===== src/rtl/exec_writeback_if.sv =====
// Execute-to-writeback handshake bundle: ALU result in, register write out.
// The block holds the slave view; the execute stage / register file hold master.
interface exec_writeback_if;
    logic        in_valid;
    logic        in_ready;
    logic [3:0]  in_rd;
    logic [31:0] in_result;
    logic [3:0]  in_flags;
    logic        in_wr_rd;
    logic        in_set_flags;
    logic        wb_valid;
    logic        wb_ready;
    logic [3:0]  wb_rd;
    logic [31:0] wb_data;

    modport master (
        output in_valid, in_rd, in_result, in_flags, in_wr_rd, in_set_flags,
        input  in_ready,
        input  wb_valid, wb_rd, wb_data,
        output wb_ready
    );

    modport slave (
        input  in_valid, in_rd, in_result, in_flags, in_wr_rd, in_set_flags,
        output in_ready,
        output wb_valid, wb_rd, wb_data,
        input  wb_ready
    );
endinterface


===== src/rtl/exec_writeback.sv =====
// Writeback buffer: in-order result FIFO, APSR flag commit, operand forwarding.
// Forwarding comparators are built only when EXEC_WB_FORWARD_EN is defined.
module exec_writeback #(
    parameter int DEPTH = 2
) (
    input  logic                   clk,
    input  logic                   rst,
    exec_writeback_if.slave        io,
    output logic [3:0]             apsr_flags,
    input  logic [3:0]             fwd_rs,
    output logic                   fwd_hit,
    output logic [31:0]            fwd_data
);
    localparam int AW = $clog2(DEPTH);
    localparam logic [AW:0] DEPTH_C = (AW+1)'(DEPTH);

    localparam logic [1:0] S_EMPTY   = 2'd0;
    localparam logic [1:0] S_PARTIAL = 2'd1;
    localparam logic [1:0] S_FULL    = 2'd2;

    logic [AW-1:0] rptr_q, rptr_d;
    logic [AW-1:0] wptr_q, wptr_d;
    logic [AW:0]   cnt_q, cnt_d;
    logic [1:0]    state_q, state_d;
    logic [3:0]    flags_q, flags_d;
    logic [3:0]    rd_q   [DEPTH];
    logic [3:0]    rd_d   [DEPTH];
    logic [31:0]   data_q [DEPTH];
    logic [31:0]   data_d [DEPTH];
    logic          accept;
    logic          push;
    logic          pop;

    // Readiness looks only at occupancy, never at wb_ready.
    assign io.in_ready = (state_q != S_FULL);
    assign io.wb_valid = (state_q != S_EMPTY);
    assign io.wb_rd    = io.wb_valid ? rd_q[rptr_q] : 4'd0;
    assign io.wb_data  = io.wb_valid ? data_q[rptr_q] : 32'd0;
    assign apsr_flags  = flags_q;

    always_comb begin
        accept  = io.in_valid & io.in_ready;
        push    = accept & io.in_wr_rd;
        pop     = io.wb_valid & io.wb_ready;
        rptr_d  = rptr_q;
        wptr_d  = wptr_q;
        cnt_d   = cnt_q;
        flags_d = flags_q;
        rd_d    = rd_q;
        data_d  = data_q;
        state_d = S_PARTIAL;
        if (push) begin
            rd_d[wptr_q]   = io.in_rd;
            data_d[wptr_q] = io.in_result;
            wptr_d         = wptr_q + AW'(1);
        end
        if (pop) begin
            rptr_d = rptr_q + AW'(1);
        end
        unique case ({push, pop})
            2'b10:   cnt_d = cnt_q + (AW+1)'(1);
            2'b01:   cnt_d = cnt_q - (AW+1)'(1);
            default: cnt_d = cnt_q;
        endcase
        if (accept & io.in_set_flags) begin
            flags_d = io.in_flags;
        end
        if (cnt_d == '0) begin
            state_d = S_EMPTY;
        end else if (cnt_d == DEPTH_C) begin
            state_d = S_FULL;
        end
    end

    always_ff @(posedge clk) begin
        if (rst) begin
            rptr_q  <= '0;
            wptr_q  <= '0;
            cnt_q   <= '0;
            state_q <= S_EMPTY;
            flags_q <= '0;
        end else begin
            rptr_q  <= rptr_d;
            wptr_q  <= wptr_d;
            cnt_q   <= cnt_d;
            state_q <= state_d;
            flags_q <= flags_d;
        end
    end

    // Entry storage needs no reset: occupancy alone decides validity.
    always_ff @(posedge clk) begin
        rd_q   <= rd_d;
        data_q <= data_d;
    end

`ifdef EXEC_WB_FORWARD_EN
    logic [AW-1:0] fwd_idx;

    // Walk oldest to youngest so the last match left standing is the youngest.
    always_comb begin
        fwd_hit  = 1'b0;
        fwd_data = '0;
        fwd_idx  = '0;
        for (int i = 0; i < DEPTH; i++) begin
            fwd_idx = rptr_q + AW'(i);
            if (((AW+1)'(i) < cnt_q) && (rd_q[fwd_idx] == fwd_rs)) begin
                fwd_hit  = 1'b1;
                fwd_data = data_q[fwd_idx];
            end
        end
    end
`else
    logic unused_fwd_rs;
    assign unused_fwd_rs = ^fwd_rs;
    assign fwd_hit       = 1'b0;
    assign fwd_data      = '0;
`endif
endmodule


===== src/flat_wrapper.sv =====
// flat-port wrapper written by rule: the top's interface ports become plain ports
module exec_writeback_flat 
#(
    parameter int DEPTH = 2
)
  (clk, rst, apsr_flags, fwd_rs, fwd_hit, fwd_data, io_in_valid, io_in_rd, io_in_result, io_in_flags, io_in_wr_rd, io_in_set_flags, io_in_ready, io_wb_valid, io_wb_rd, io_wb_data, io_wb_ready);
  exec_writeback_if io_i ();
  input  logic clk;
  input  logic rst;
  output logic [3:0] apsr_flags;
  input  logic [3:0] fwd_rs;
  output logic fwd_hit;
  output logic [31:0] fwd_data;
  input wire logic [$bits(io_i.in_valid)-1:0] io_in_valid;
  input wire logic [$bits(io_i.in_rd)-1:0] io_in_rd;
  input wire logic [$bits(io_i.in_result)-1:0] io_in_result;
  input wire logic [$bits(io_i.in_flags)-1:0] io_in_flags;
  input wire logic [$bits(io_i.in_wr_rd)-1:0] io_in_wr_rd;
  input wire logic [$bits(io_i.in_set_flags)-1:0] io_in_set_flags;
  output wire logic [$bits(io_i.in_ready)-1:0] io_in_ready;
  output wire logic [$bits(io_i.wb_valid)-1:0] io_wb_valid;
  output wire logic [$bits(io_i.wb_rd)-1:0] io_wb_rd;
  output wire logic [$bits(io_i.wb_data)-1:0] io_wb_data;
  input wire logic [$bits(io_i.wb_ready)-1:0] io_wb_ready;
  assign io_i.in_valid = io_in_valid;
  assign io_i.in_rd = io_in_rd;
  assign io_i.in_result = io_in_result;
  assign io_i.in_flags = io_in_flags;
  assign io_i.in_wr_rd = io_in_wr_rd;
  assign io_i.in_set_flags = io_in_set_flags;
  assign io_in_ready = io_i.in_ready;
  assign io_wb_valid = io_i.wb_valid;
  assign io_wb_rd = io_i.wb_rd;
  assign io_wb_data = io_i.wb_data;
  assign io_i.wb_ready = io_wb_ready;
  exec_writeback #(.DEPTH(DEPTH)) u_core (.clk(clk), .rst(rst), .io(io_i), .apsr_flags(apsr_flags), .fwd_rs(fwd_rs), .fwd_hit(fwd_hit), .fwd_data(fwd_data));
endmodule

===== config.mk =====
export PLATFORM = sky130hd
export DESIGN_NAME = exec_writeback_flat
export DESIGN_NICKNAME = d
export VERILOG_FILES = /design/src/rtl/exec_writeback_if.sv /design/src/rtl/exec_writeback.sv /design/src/flat_wrapper.sv
export SDC_FILE = /design/constraint.sdc
export NUM_CORES = 1
export LEC_CHECK = 0
export CORE_MARGIN = 2
export CORE_UTILIZATION = 48
export CTS_CLUSTER_SIZE = 25
export DETAILED_ROUTE_END_ITERATION = 8
export HOLD_SLACK_MARGIN = 0.05
export PLACE_DENSITY = 0.85
export SLEW_MARGIN = 10
export SYNTH_ARGS = -nofsm -noshare
export SYNTH_HDL_FRONTEND = slang
export SYNTH_SLANG_ARGS = --single-unit

===== constraint.sdc =====
create_clock -name clk -period 6.75 [get_ports clk]
set_input_delay 1.35 -clock clk [delete_from_list [all_inputs] [get_ports clk]]
set_output_delay 1.35 -clock clk [all_outputs]
set_load 0.1 [all_outputs]

==> flow_metrics.py <==
metrics = {
    "synth": {
        "syn_avg_cell_area_um2": 14.6,
        "synth_edf_count": 72,
        "ys_seq_area_share_pct": 68.7,
        "synth_warnings": 0,
        "synth_area_um2": 3440,
        "ys.flop_type": "edfxtp_1",
        "synthCells": 236,
        "async_reset_ff_share_pct": 0,
        "yosysUniqueCellTypes": 25,
        "ys_ff_latch": 82,
    },
    "timing": {
        "max_slew_margin_pct": 22.5,
        "rsz0062_at_grt": "no",
        "setup_viol": 0,
        "fin_crit_ps": 4350,
        "finalHoldViolCount": 0,
        "timing.setup.tns_ps": 0,
        "skew_ps": 10.2,
        "hold_ws_ps": 488,
        "fin_crit_sh_pct": 64.5,
        "drv_slew": 0,
        "fmax_mhz": 230,
        "worstMarginPinSlew_ps": 1160,
        "fin_ws_ps": 2400,
    },
    "die": {
        "start_util_pct": 50.1,
        "die_area_um2": 7860,
        "core-area_um2": 6870,
        "placementRows": 30,
        "ios": 125,
        "die_w_um": 88.6,
        "die_h_um": 88.6,
    },
    "final_layout": {
        "ff_latch_area_um2": 2360,
        "area_growth_pct": 29.6,
        "n_fill_cell": 546,
        "drive_gt1_share_pct": 6.99,
        "multiInputGateArea_um2": 890,
        "final_cell_mix": "clkdlybuf4s50_1 (87), edfxtp_1 (72), mux2i_1 (40), nor2_1 (40), conb_1 (33)",
        "final_common_cell": "clkdlybuf4s50_1",
        "final_cells": 425,
        "diodes": 0,
        "final_net_count": 375,
    },
    "drt": {
        "drt-initial-drc-count": 64,
        "drcViolationCount": 0,
        "routed_wl_mm": 6.37,
        "vias": 1963,
        "post_drt_wl_per_cell_um": 15.0,
        "drt_pass1_iterations": 4,
        "antenna_left": 0,
        "vias_per_cell": 4.62,
    },
    "worst_setup_path": {
        "start_kind": "flop",
        "slowest_stage": "clkdlybuf4s50_1",
        "crit_chain": "mux2i_1 -> nor2_1 -> clkdlybuf4s50_1",
        "path_buf_inv": 1,
        "crit_path_max_incr_delay_ps": 1160,
        "cp.required_ps": 5400,
        "cp_max_fo": 37,
        "arrival_ps": 3000,
        "critical_path.top_delay_family": "buffers and inverters",
        "worstSetupEndpointType": "output pin",
        "crit_type": "flop to output pin",
    },
    "clock_tree": {
        "cts_setup_buffers": 0,
        "cts_buffers": 9,
        "cts_tree": "built",
        "clock-root-buffer": "clkbuf_8",
        "cts.sink_count": 82,
        "clk_pin_slew_ps": 80,
        "clock_path_buffers": 2,
        "cts_resized": 0,
        "cts_hold_buf": 0,
        "htreeDepth": 3,
        "clock_latency_ps": 350,
    },
    "placed_design": {
        "pre_cts_slack_ps": 2800,
        "port_buffers": 87,
        "numPlacedInstances": 409,
        "dpl.hpwl_mm": 4.10,
        "gp_congestion": 0.702,
    },
    "global_route": {
        "overflow": 0,
        "antenna_found_initial": 0,
        "grt_pass1_wl_mm": 9.43,
        "grt_max_degree": 38,
        "track_usage_pct": 16.7,
        "grt_pass1_vias": 1908,
    },
    "power_and_ir_drop": {
        "power.share.clock_pct": 23.7,
        "p_comb_share_pct": 35.9,
        "pwr-share-seq_pct": 40.4,
        "p_per_area_nw_per_um2": 335,
        "total_power_uw": 1500,
        "p_sw_share_pct": 41.6,
        "switching_power_uw": 622,
        "power.leakage_uw": 0.00154,
        "irDropWorstVdd_mv": 0.157,
        "p_int_uw": 874,
    },
    "status": {
        "status": "completed",
    },
    "job": {
        "max_cap_violations": 0,
    },
    "min_path": {
        "hold_class": "flop to flop",
    },
}
## sequential cells by signal (all words and copies together) (netlist names)
| name | count |
|---|---|
| u_core.data_q | 64 |
| u_core.rd_q | 8 |
| u_core.apsr_flags | 4 |
| u_core.cnt_q | 2 |
| u_core.state_q | 2 |
| u_core.rptr_q | 1 |
| u_core.wptr_q | 1 |
## power by group through the flow
stage	combinational (uW)	clock [uW]	sequential, uW
final	537	355	604
after global routing	557	385	607
after CTS	540	360	604
after detailed placement	538	0	615
after global placement	534	0	614
after floorplan	446	0	606
## synth_stat cells (2+ instances only)
cell type / n / share of area, %
nor2_1: 42 / 4.6
dfxtp_1: 10 / 5.8
inv_1: 3 / 0.33
buf_6: 3 / 0.98
xnor2_1: 2 / 0.51
nor2b_1: 2 / 0.36
nand2b_1: 8 / 1.5
o21ai_0: 2 / 0.29
nor3_1: 2 / 0.29
mux2i_1: 40 / 12
buf_2: 3 / 0.44
edfxtp_1: 72 / 63
buf_4: 35 / 7.6
## layer usage
layer | wire length [um] | GRT usage, %
met5 | 0 | 0
met2 | 3390 | 30.2
met4 | 75 | 6.61
met1 | 2520 | 18.1
met3 | 381 | 5.22
## area by class of cell
class	count	share of cell area, %
Sequential cell	82	53.0
Multi-Input combinational cell	141	20.0
Timing Repair Buffer	87	19.5
Clock buffer	9	2.78
Tap cell	96	2.70
Clock inverter	7	1.74
Inverter	3	0.253
## cell families (layout without fill, tap and decap cells)
logic type,Yosys count,after routing,synth area share [%]
flip-flops,82,82,68.7
multiplexers,41,41,12.0
adder cells (fa/ha/maj),1,1,0.364
AO/OA/AOI/OAI,4,4,0.655
other,1,33,0.109
XOR/XNOR,3,3,0.764
buffers and inverters,45,106,9.50
AND/OR/NAND/NOR,59,59,7.93
## stage by stage
stage / util (%) / instance area [um^2]
2_1_floorplan: - / 3560
3_3_place_gp: 61.9 / 4260
6_report: 64.9 / 4460
5_1_grt: 64.9 / 4460
4_1_cts: 64.9 / 4460
3_5_place_dp: 61.9 / 4260
## worst register-to-register path: stages, from the launching register on
cell      delay [ps]
dfxtp_1          410
nand2b_4         170
nand3_2          170
nor2_4           870
## path summary, 6_finish.rpt
check | startpoint | slack, ps | depth (start not counted) | endpoint
worst max-delay path | u_core.rptr_q$_SDFFE_PP0P_ | 2400 | 3 | io_wb_data[27]
worst min-delay path | u_core.apsr_flags[1]$_SDFFE_PP0P_ | 490 | 2 | u_core.apsr_flags[1]$_SDFFE_PP0P_
worst max register to register | u_core.state_q[0]$_SDFF_PP0_ | 4740 | 3 | u_core.data_q[17]$_DFFE_PP_
worst min register to register | u_core.apsr_flags[1]$_SDFFE_PP0P_ | 490 | 2 | u_core.apsr_flags[1]$_SDFFE_PP0P_
No activity file was read; power rests on OpenSTA's default activity.
